## src/rtl/regfile_pkg.sv

```systemverilog
// Shared widths and the write-request record for the 4x16 register file and its write-port arbiter.
package regfile_pkg;

   localparam int DATA_W   = 16;
   localparam int ADDR_W   = 2;
   localparam int NUM_REGS = 1 << ADDR_W;

   typedef struct packed {
      logic [ADDR_W-1:0] addr;
      logic [DATA_W-1:0] data;
   } wr_req_t;

endpackage

```

## src/rtl/wr_slot.sv

```systemverilog
// One-entry holding register for a pending register-file write.
// A fill on the same edge as a drain wins, so the slot can stream one write per cycle.
module wr_slot
   import regfile_pkg::*;
(
   input  logic              clock,
   input  logic              reset,
   input  logic              fill,
   input  logic              drain,
   input  logic [ADDR_W-1:0] fill_addr,
   input  logic [DATA_W-1:0] fill_data,
   output logic              full,
   output logic [ADDR_W-1:0] addr,
   output logic [DATA_W-1:0] data
);

   logic    full_q, full_d;
   wr_req_t req_q, req_d;

   always_comb begin
      full_d = full_q;
      req_d  = req_q;
      if (drain) begin
         full_d = 1'b0;
      end
      if (fill) begin
         full_d = 1'b1;
         req_d  = '{addr: fill_addr, data: fill_data};
      end
   end

   always_ff @(posedge clock) begin
      if (reset) begin
         full_q <= 1'b0;
         req_q  <= '0;
      end else begin
         full_q <= full_d;
         req_q  <= req_d;
      end
   end

   assign full = full_q;
   assign addr = req_q.addr;
   assign data = req_q.data;

endmodule

```

## src/rtl/regfile_wr_arbiter.sv

```systemverilog
// Two-requester arbiter for the single reg_file write port: req0 preferred, req1 protected by a starvation counter.
// Define REGFILE_ARB_FWD_EN to forward pending writes onto rd1/rd2; otherwise rd1/rd2 pass rd1_in/rd2_in through.
module regfile_wr_arbiter
   import regfile_pkg::*;
#(
   parameter int STARVE_MAX = 3
)(
   input  logic              clock,
   input  logic              reset,
   input  logic              req0_valid,
   output logic              req0_ready,
   input  logic [ADDR_W-1:0] req0_addr,
   input  logic [DATA_W-1:0] req0_data,
   input  logic              req1_valid,
   output logic              req1_ready,
   input  logic [ADDR_W-1:0] req1_addr,
   input  logic [DATA_W-1:0] req1_data,
   output logic [ADDR_W-1:0] wr,
   output logic [DATA_W-1:0] wd,
   output logic              regwrite,
   input  logic [ADDR_W-1:0] rr1,
   input  logic [ADDR_W-1:0] rr2,
   input  logic [DATA_W-1:0] rd1_in,
   input  logic [DATA_W-1:0] rd2_in,
   output logic [DATA_W-1:0] rd1,
   output logic [DATA_W-1:0] rd2,
   output logic              busy
);

   localparam int                CNT_W      = $clog2(STARVE_MAX + 1);
   localparam logic [CNT_W-1:0]  STARVE_LIM = CNT_W'(STARVE_MAX);

   logic [1:0]        valid_v, ready_v, fill_v, full_v, grant_v, keep_v;
   logic [ADDR_W-1:0] in_addr_a [2];
   logic [DATA_W-1:0] in_data_a [2];
   logic [ADDR_W-1:0] slot_addr_a [2];
   logic [DATA_W-1:0] slot_data_a [2];

   logic              age_q, age_d;
   logic [CNT_W-1:0]  starve_cnt_q, starve_cnt_d;
   logic              regwrite_q, regwrite_d;
   logic [ADDR_W-1:0] wr_q, wr_d;
   logic [DATA_W-1:0] wd_q, wd_d;

   assign valid_v      = {req1_valid, req0_valid};
   assign in_addr_a[0] = req0_addr;
   assign in_addr_a[1] = req1_addr;
   assign in_data_a[0] = req0_data;
   assign in_data_a[1] = req1_data;
   assign req0_ready   = ready_v[0];
   assign req1_ready   = ready_v[1];

   genvar gi;
   generate
      for (gi = 0; gi < 2; gi++) begin : g_slot
         // Ready counts a same-edge drain so a held valid streams every cycle.
         assign ready_v[gi] = !reset && (!full_v[gi] || grant_v[gi]);
         assign fill_v[gi]  = valid_v[gi] && ready_v[gi];
         assign keep_v[gi]  = full_v[gi] && !grant_v[gi];

         wr_slot u_slot (
            .clock     (clock),
            .reset     (reset),
            .fill      (fill_v[gi]),
            .drain     (grant_v[gi]),
            .fill_addr (in_addr_a[gi]),
            .fill_data (in_data_a[gi]),
            .full      (full_v[gi]),
            .addr      (slot_addr_a[gi]),
            .data      (slot_data_a[gi])
         );
      end
   endgenerate

   always_comb begin
      grant_v = 2'b00;
      if (full_v == 2'b11) begin
         // Same destination must drain oldest-first so the later value lands last.
         if (slot_addr_a[0] == slot_addr_a[1]) begin
            grant_v[age_q] = 1'b1;
         end else if (starve_cnt_q == STARVE_LIM) begin
            grant_v[1] = 1'b1;
         end else begin
            grant_v[0] = 1'b1;
         end
      end else if (full_v[0]) begin
         grant_v[0] = 1'b1;
      end else if (full_v[1]) begin
         grant_v[1] = 1'b1;
      end
   end

   always_comb begin
      age_d = age_q;
      if (fill_v[0] && keep_v[1]) begin
         age_d = 1'b1;
      end else if (fill_v[1] && keep_v[0]) begin
         age_d = 1'b0;
      end else if (fill_v[0] && fill_v[1]) begin
         age_d = 1'b0;
      end

      starve_cnt_d = starve_cnt_q;
      if (grant_v[1]) begin
         starve_cnt_d = '0;
      end else if (full_v[1] && starve_cnt_q != STARVE_LIM) begin
         starve_cnt_d = starve_cnt_q + 1'b1;
      end

      regwrite_d = |grant_v;
      wr_d       = wr_q;
      wd_d       = wd_q;
      if (grant_v[1]) begin
         wr_d = slot_addr_a[1];
         wd_d = slot_data_a[1];
      end else if (grant_v[0]) begin
         wr_d = slot_addr_a[0];
         wd_d = slot_data_a[0];
      end
   end

   always_ff @(posedge clock) begin
      if (reset) begin
         age_q        <= 1'b0;
         starve_cnt_q <= '0;
         regwrite_q   <= 1'b0;
         wr_q         <= '0;
         wd_q         <= '0;
      end else begin
         age_q        <= age_d;
         starve_cnt_q <= starve_cnt_d;
         regwrite_q   <= regwrite_d;
         wr_q         <= wr_d;
         wd_q         <= wd_d;
      end
   end

   assign regwrite = regwrite_q;
   assign wr       = wr_q;
   assign wd       = wd_q;
   assign busy     = |full_v || regwrite_q;

`ifdef REGFILE_ARB_FWD_EN
   logic [ADDR_W-1:0] rr_a [2];
   logic [DATA_W-1:0] rd_in_a [2];
   logic [DATA_W-1:0] rd_a [2];
   logic              old_idx, yng_idx;

   assign rr_a[0]    = rr1;
   assign rr_a[1]    = rr2;
   assign rd_in_a[0] = rd1_in;
   assign rd_in_a[1] = rd2_in;
   assign old_idx    = age_q;
   assign yng_idx    = !age_q;
   assign rd1        = rd_a[0];
   assign rd2        = rd_a[1];

   generate
      for (gi = 0; gi < 2; gi++) begin : g_fwd
         logic [DATA_W-1:0] fwd;

         // Later assignments override earlier ones: newest pending value wins.
         always_comb begin
            fwd = rd_in_a[gi];
            if (regwrite_q && wr_q == rr_a[gi]) begin
               fwd = wd_q;
            end
            if (full_v[old_idx] && slot_addr_a[old_idx] == rr_a[gi]) begin
               fwd = slot_data_a[old_idx];
            end
            if (full_v[yng_idx] && slot_addr_a[yng_idx] == rr_a[gi]) begin
               fwd = slot_data_a[yng_idx];
            end
         end

         assign rd_a[gi] = fwd;
      end
   endgenerate
`else
   logic unused_rr;

   assign rd1       = rd1_in;
   assign rd2       = rd2_in;
   assign unused_rr = ^{rr1, rr2};
`endif

endmodule

```

## config.mk

```make
export PLATFORM = sky130hd
export DESIGN_NAME = regfile_wr_arbiter
export DESIGN_NICKNAME = d
export VERILOG_FILES = /design/src/rtl/regfile_pkg.sv /design/src/rtl/wr_slot.sv /design/src/rtl/regfile_wr_arbiter.sv
export SDC_FILE = /design/constraint.sdc
export NUM_CORES = 1
export LEC_CHECK = 0
export CORE_MARGIN = 3
export CORE_UTILIZATION = 46
export CTS_BUF_LIST = sky130_fd_sc_hd__clkbuf_8
export DETAILED_ROUTE_END_ITERATION = 6
export HOLD_SLACK_MARGIN = 0.05
export PLACE_DENSITY = 0.91
export SLEW_MARGIN = 25
export SYNTH_ARGS = -nofsm -noshare
export SYNTH_HDL_FRONTEND = slang
export SYNTH_SLANG_ARGS = --single-unit
```

## constraint.sdc

```tcl
create_clock -name clock -period 4.1 [get_ports clock]
set_input_delay 1.025 -clock clock [delete_from_list [all_inputs] [get_ports clock]]
set_output_delay 1.025 -clock clock [all_outputs]
set_load 0.1 [all_outputs]
```

== Word-level counts from Yosys, hierarchy flattened ==
Index checks and enable logic that the tools add are counted.

* Flip-flop bits (word level): 60
* Input bits: 76
* Output and inout port bits: 54
* Word-level logic and storage cells: 64

* $add $sub $neg: 1
* Magnitude comparators: 2
* Eq/ne operators: 4
* Multiplexer cells: 20
* Reductions and logical operators: 26

{| class="wikitable"
|+ Operator list
! operator !! count
|-
| 16-bit 2-to-1 mux || 2
|-
| 1-bit 2-to-1 mux || 13
|-
| 1-bit logical AND || 11
|-
| 2-bit 2-to-1 mux || 4
|-
| 2-bit nonzero test || 3
|-
| 2-bit OR reduction || 3
|-
| 1-bit logical NOT || 5
|-
| 2-bit == test, second input constant || 2
|-
| 1-bit logical OR || 3
|-
| 3-bit nonzero test || 1
|-
| 2-bit by 1-bit adder with 2-bit output, second input constant || 1
|-
| 2-bit == test || 1
|-
| 1-bit by 2-bit less-than comparator with 1-bit output, second input constant || 1
|-
| 2-bit inequality test, second input constant || 1
|-
| 1-bit demux with 1-bit select || 1
|-
| 1-bit greater-or-equal comparator, second input constant || 1
|}

== Depth between registers and ports, before layout ==
* Depth after elaboration: 13
* Mapped depth: 7
* Mapped depth without buffers: 5

== By module ==
From an unflattened synthesis, not the netlist that was laid out.

* Cells, all modules: 256
* Area total of the unflattened synthesis: 2662.6 µm²

{| class="wikitable"
|+ Modules (own cells, without submodules)
! module !! instances !! cells an instance !! area each (µm²) !! seq. area each (µm²)
|-
| wr_slot || 2 || 62 || 684.4 || 380.4
|-
| regfile_wr_arbiter || 1 || 132 || 1293.7 || 440.4
|}

== Worst setup path after synthesis ==
Ideal clock, no wire load.

* Kind: input to output
* Start: input reset
* End: output req0_ready
* Arrival time: 2758 ps
* Required time: 3075 ps
* Path slack: 317 ps
* Stages: 3
* Buffers on the path: 2
* Cell sequence: clkbuf_1 -> clkbuf_1 -> nor2_1

* Longest elaborated chain between the ends: 2

{| class="wikitable"
|+ RTL lines
! item !! line !! text
|-
| from (decl) || regfile_wr_arbiter.sv:9 || <nowiki>input logic reset,</nowiki>
|-
| 1-bit logical NOT || regfile_wr_arbiter.sv:57 || <nowiki>assign ready_v[gi] = !reset && (!full_v[gi] || grant_v[gi]);</nowiki>
|-
| 1-bit logical AND || regfile_wr_arbiter.sv:57 ||
|-
| to (decl) || regfile_wr_arbiter.sv:11 || <nowiki>output logic req0_ready,</nowiki>
|}

No other way between the ends.

== Final worst setup path ==
Ends and elaborated chain as after synthesis.

==> impl_metrics.csv <==
group,metric,value,unit
grt,grt_max_degree,48,
final_layout,drive_gt1_share,18.2,%
worst_setup_path,cpPeakStageDelay,0.70,ns
drt,vias_per_cell,5.35,
drt,num_vias,1947,
grt,grt_pass1_vias,2116,
clock_network,cts_setup_buffers,0,
worst_setup_path,cp_max_fo,47,
timing,fin_crit,3.16,ns
timing,fin_setup_tns,0,ns
yosys,synth_cell_types,37,
final_layout,final_util,59.5,%
clock_network,ctsHoldBuffers,0,
final_layout,fin_nets,366,
status,outcome,"complete, no violations",
clock_network,clk_path_buf_depth,2,
yosys,synth_ff_type,"dfxtp_1",
worst_setup_path,crit_type,"in2out",
clock_network,tritoncts,"built",
floorplan,coreArea,5680,um2
floorplan,die_y,83.9,um
yosys,synth_area,2790,um2
final_layout,fillers,506,
clock_network,clock_latency,0.32,ns
drt,drc,0,
drt,post_drt_wl_per_cell,16.3,um
floorplan,fp.dieW,83.9,um
pwr,combPwrFrac,20.6,%
worst_setup_path,cp_slowest_cell,"buf_2",
worst_setup_path,worst_ep_arrival_time,2.13,ns
pwr,power_density,412,nW/um2
grt,gr-total-overflow,0,
run,drv_cap,0,
yosys,async_flop_share,0,%
timing,max_freq,317,MHz
timing,worstMarginPinSlew,0.989,ns
pwr,total_leakage_power,1.36,nW
yosys,synth_edf_count,0,
grt,grt_pass1_wl,10000,um
yosys,syn-instance-count,258,
final_layout,num_antenna_cells,0,
timing,slew_headroom,33.9,%
yosys,ys_warn_count,0,
floorplan,rows,27,
placed_design,place_congestion,0.856,
worst_setup_path,cp.required,3.07,ns
drt,first_pass_iters,4,
timing,rsz0062_at_grt,"no",
pwr,sw_frac_of_total,29.2,%
pwr,p_clk_share,32.3,%
drt,routed_wl,5920,um
pwr,seqPwrFrac,47.0,%
yosys,yosys_register_bits,60,
floorplan,initial_core_util,49.2,%
yosys,synth_nets,336,
grt,grt.total_usage,17.8,%
timing,setup_viol,0,
pwr,internal_power,0.984,mW
worst_setup_path,start_kind,"primary input",
clock_network,cts_sinks,60,
final_layout,synthToLayoutAreaGrowth,20.9,%
yosys,syn_avg_cell_area,10.8,um2
timing,final_max_slew_viol_count,0,
pwr,p_sw,0.405,mW
yosys,yosysSeqAreaShare,43.0,%
clock_network,path_clk_slew,0.06,ns
timing,finalCritPeriodShare,77.0,%
drt,first_iter_violations,60,
timing,finalHoldViolations,0,
worst_setup_path,end_kind,"output pin",
placed_design,port_buffers,61,
drt,drtAntennaViolNets,0,
clock_network,cts_resized,0,
floorplan,die_area,7040,um2
placed_design,dp_hpwl,4070,um
clock_network,clock-root-buffer,"clkbuf_8",
worst_hold_path,hold_class,"reg2reg",
floorplan,pin_count,130,
clock_network,cts_made_buffers,9,
clock_network,h-tree-depth,3,
timing,fin_skew,0.00850,ns
pwr,vdd_ir_drop_max,0.229,mV
grt,grt_antenna_before_repair,0,
worst_setup_path,cp_cell_sequence,"buf_2, nor2_1, buf_4",
-- cell usage in the layout (no fill, tap or decap), types with 2 or more instances in the layout --
cell and instances:
ha_1 2, mux2_2 27, clkinv_2 2, dfxtp_1 60
o21a_1 2, xor2_1 2, buf_4 4, nor2_1 4
o21ai_0 3, clkdlybuf4s50_1 58, a21oi_1 2, inv_1 4
nor4_1 2, xnor2_2 2, clkbuf_8 11, or3_1 2
a221o_1 18, nor2b_1 36, and2_1 19, nand2_1 3
mux2_1 10
-- kinds of logic after synthesis --
family	after synthesis	synth area share [%]
AND/OR/NAND/NOR	75	17.0
flip-flops	60	43.0
buffers and inverters	47	11.3
multiplexers	37	14.9
AO/OA/AOI/OAI	33	11.0
XOR/XNOR	4	1.79
adder cells (fa/ha/maj)	2	0.897
-- cell usage after synthesis (3+ instances only) --
master	instances	area share (%)
buf_4	33	8.9
and2_1	19	4.3
buf_2	5	0.90
dfxtp_1	60	43
mux2_2	27	11
nor2b_1	36	8.1
mux2_1	10	4.0
nand2_1	3	0.40
nor2_1	4	0.54
a221o_1	18	6.5
o21ai_0	3	0.54
clkbuf_1	6	0.81
-- metrics by stage --
step	setup WS (ns)	cell area, um2	instances	hold WS (ns)	power (mW)
3_3_place_gp	0.944	3190	348	0.454	0.945
3_5_place_dp	0.938	3210	349	0.466	0.954
5_1_grt	0.852	3370	364	0.491	1.45
6_report	0.944	3370	364	0.474	1.39
2_1_floorplan	0.317	2790	258	0.447	1.01
4_1_cts	0.936	3370	364	0.477	1.40
-- sequential cells by signal (all words and copies together) (netlist names) --
signal,cells
regwrite,1
g_slot.u_slot.full,2
g_slot.u_slot.addr,4
wd,16
wr,2
starve_cnt_q,2
age_q,1
g_slot.u_slot.data,32
-- worst paths after layout --
| check | slack [ns] | endpoint | startpoint | cells after the start |
|---|---|---|---|---|
| max reg2reg | 1.85 | g_slot[0].u_slot.data[0] | g_slot[1].u_slot.addr[0] | 4 |
| min | 0.47 | wd[13] | g_slot[1].u_slot.data[13] | 1 |
| min reg2reg | 0.47 | wd[13] | g_slot[1].u_slot.data[13] | 1 |
| max | 0.94 | req0_ready | reset | 3 |
-- power by group through the flow --
| stage | clock [mW] | sequential (mW) | combinational (mW) |
|---|---|---|---|
| 6_report | 0.449 | 0.653 | 0.287 |
| 5_1_grt | 0.490 | 0.658 | 0.303 |
| 4_1_cts | 0.461 | 0.653 | 0.289 |
| 3_5_place_dp | 0 | 0.666 | 0.288 |
| 3_3_place_gp | 0 | 0.664 | 0.281 |
| 2_1_floorplan | 0 | 0.748 | 0.261 |
-- routing by layer --
metal,track usage (%),up-vias,share of wire [%]
met1,20.5,918,42
met5,0,-,0
met2,29.6,64,49
met3,5.03,30,5.6
met4,10.1,0,3.0
li1,-,935,-
-- final cells by class --
class,count,area (um2),area share (%)
clock buffer,11,151,4.49
inverter,2,7.51,0.222
clock inverter,4,17.5,0.519
tap,72,90.1,2.67
sequential,60,1200,35.6
timing repair buffer,64,627,18.6
multi-input combinational,151,1280,37.9
-- worst max-delay path: cells and delay by family --
family / cells / cell delay, ns
buffers and inverters: 2 / 0.97
and+or+nand+nor: 1 / 0.13
Power figures use the tool's default switching activity.
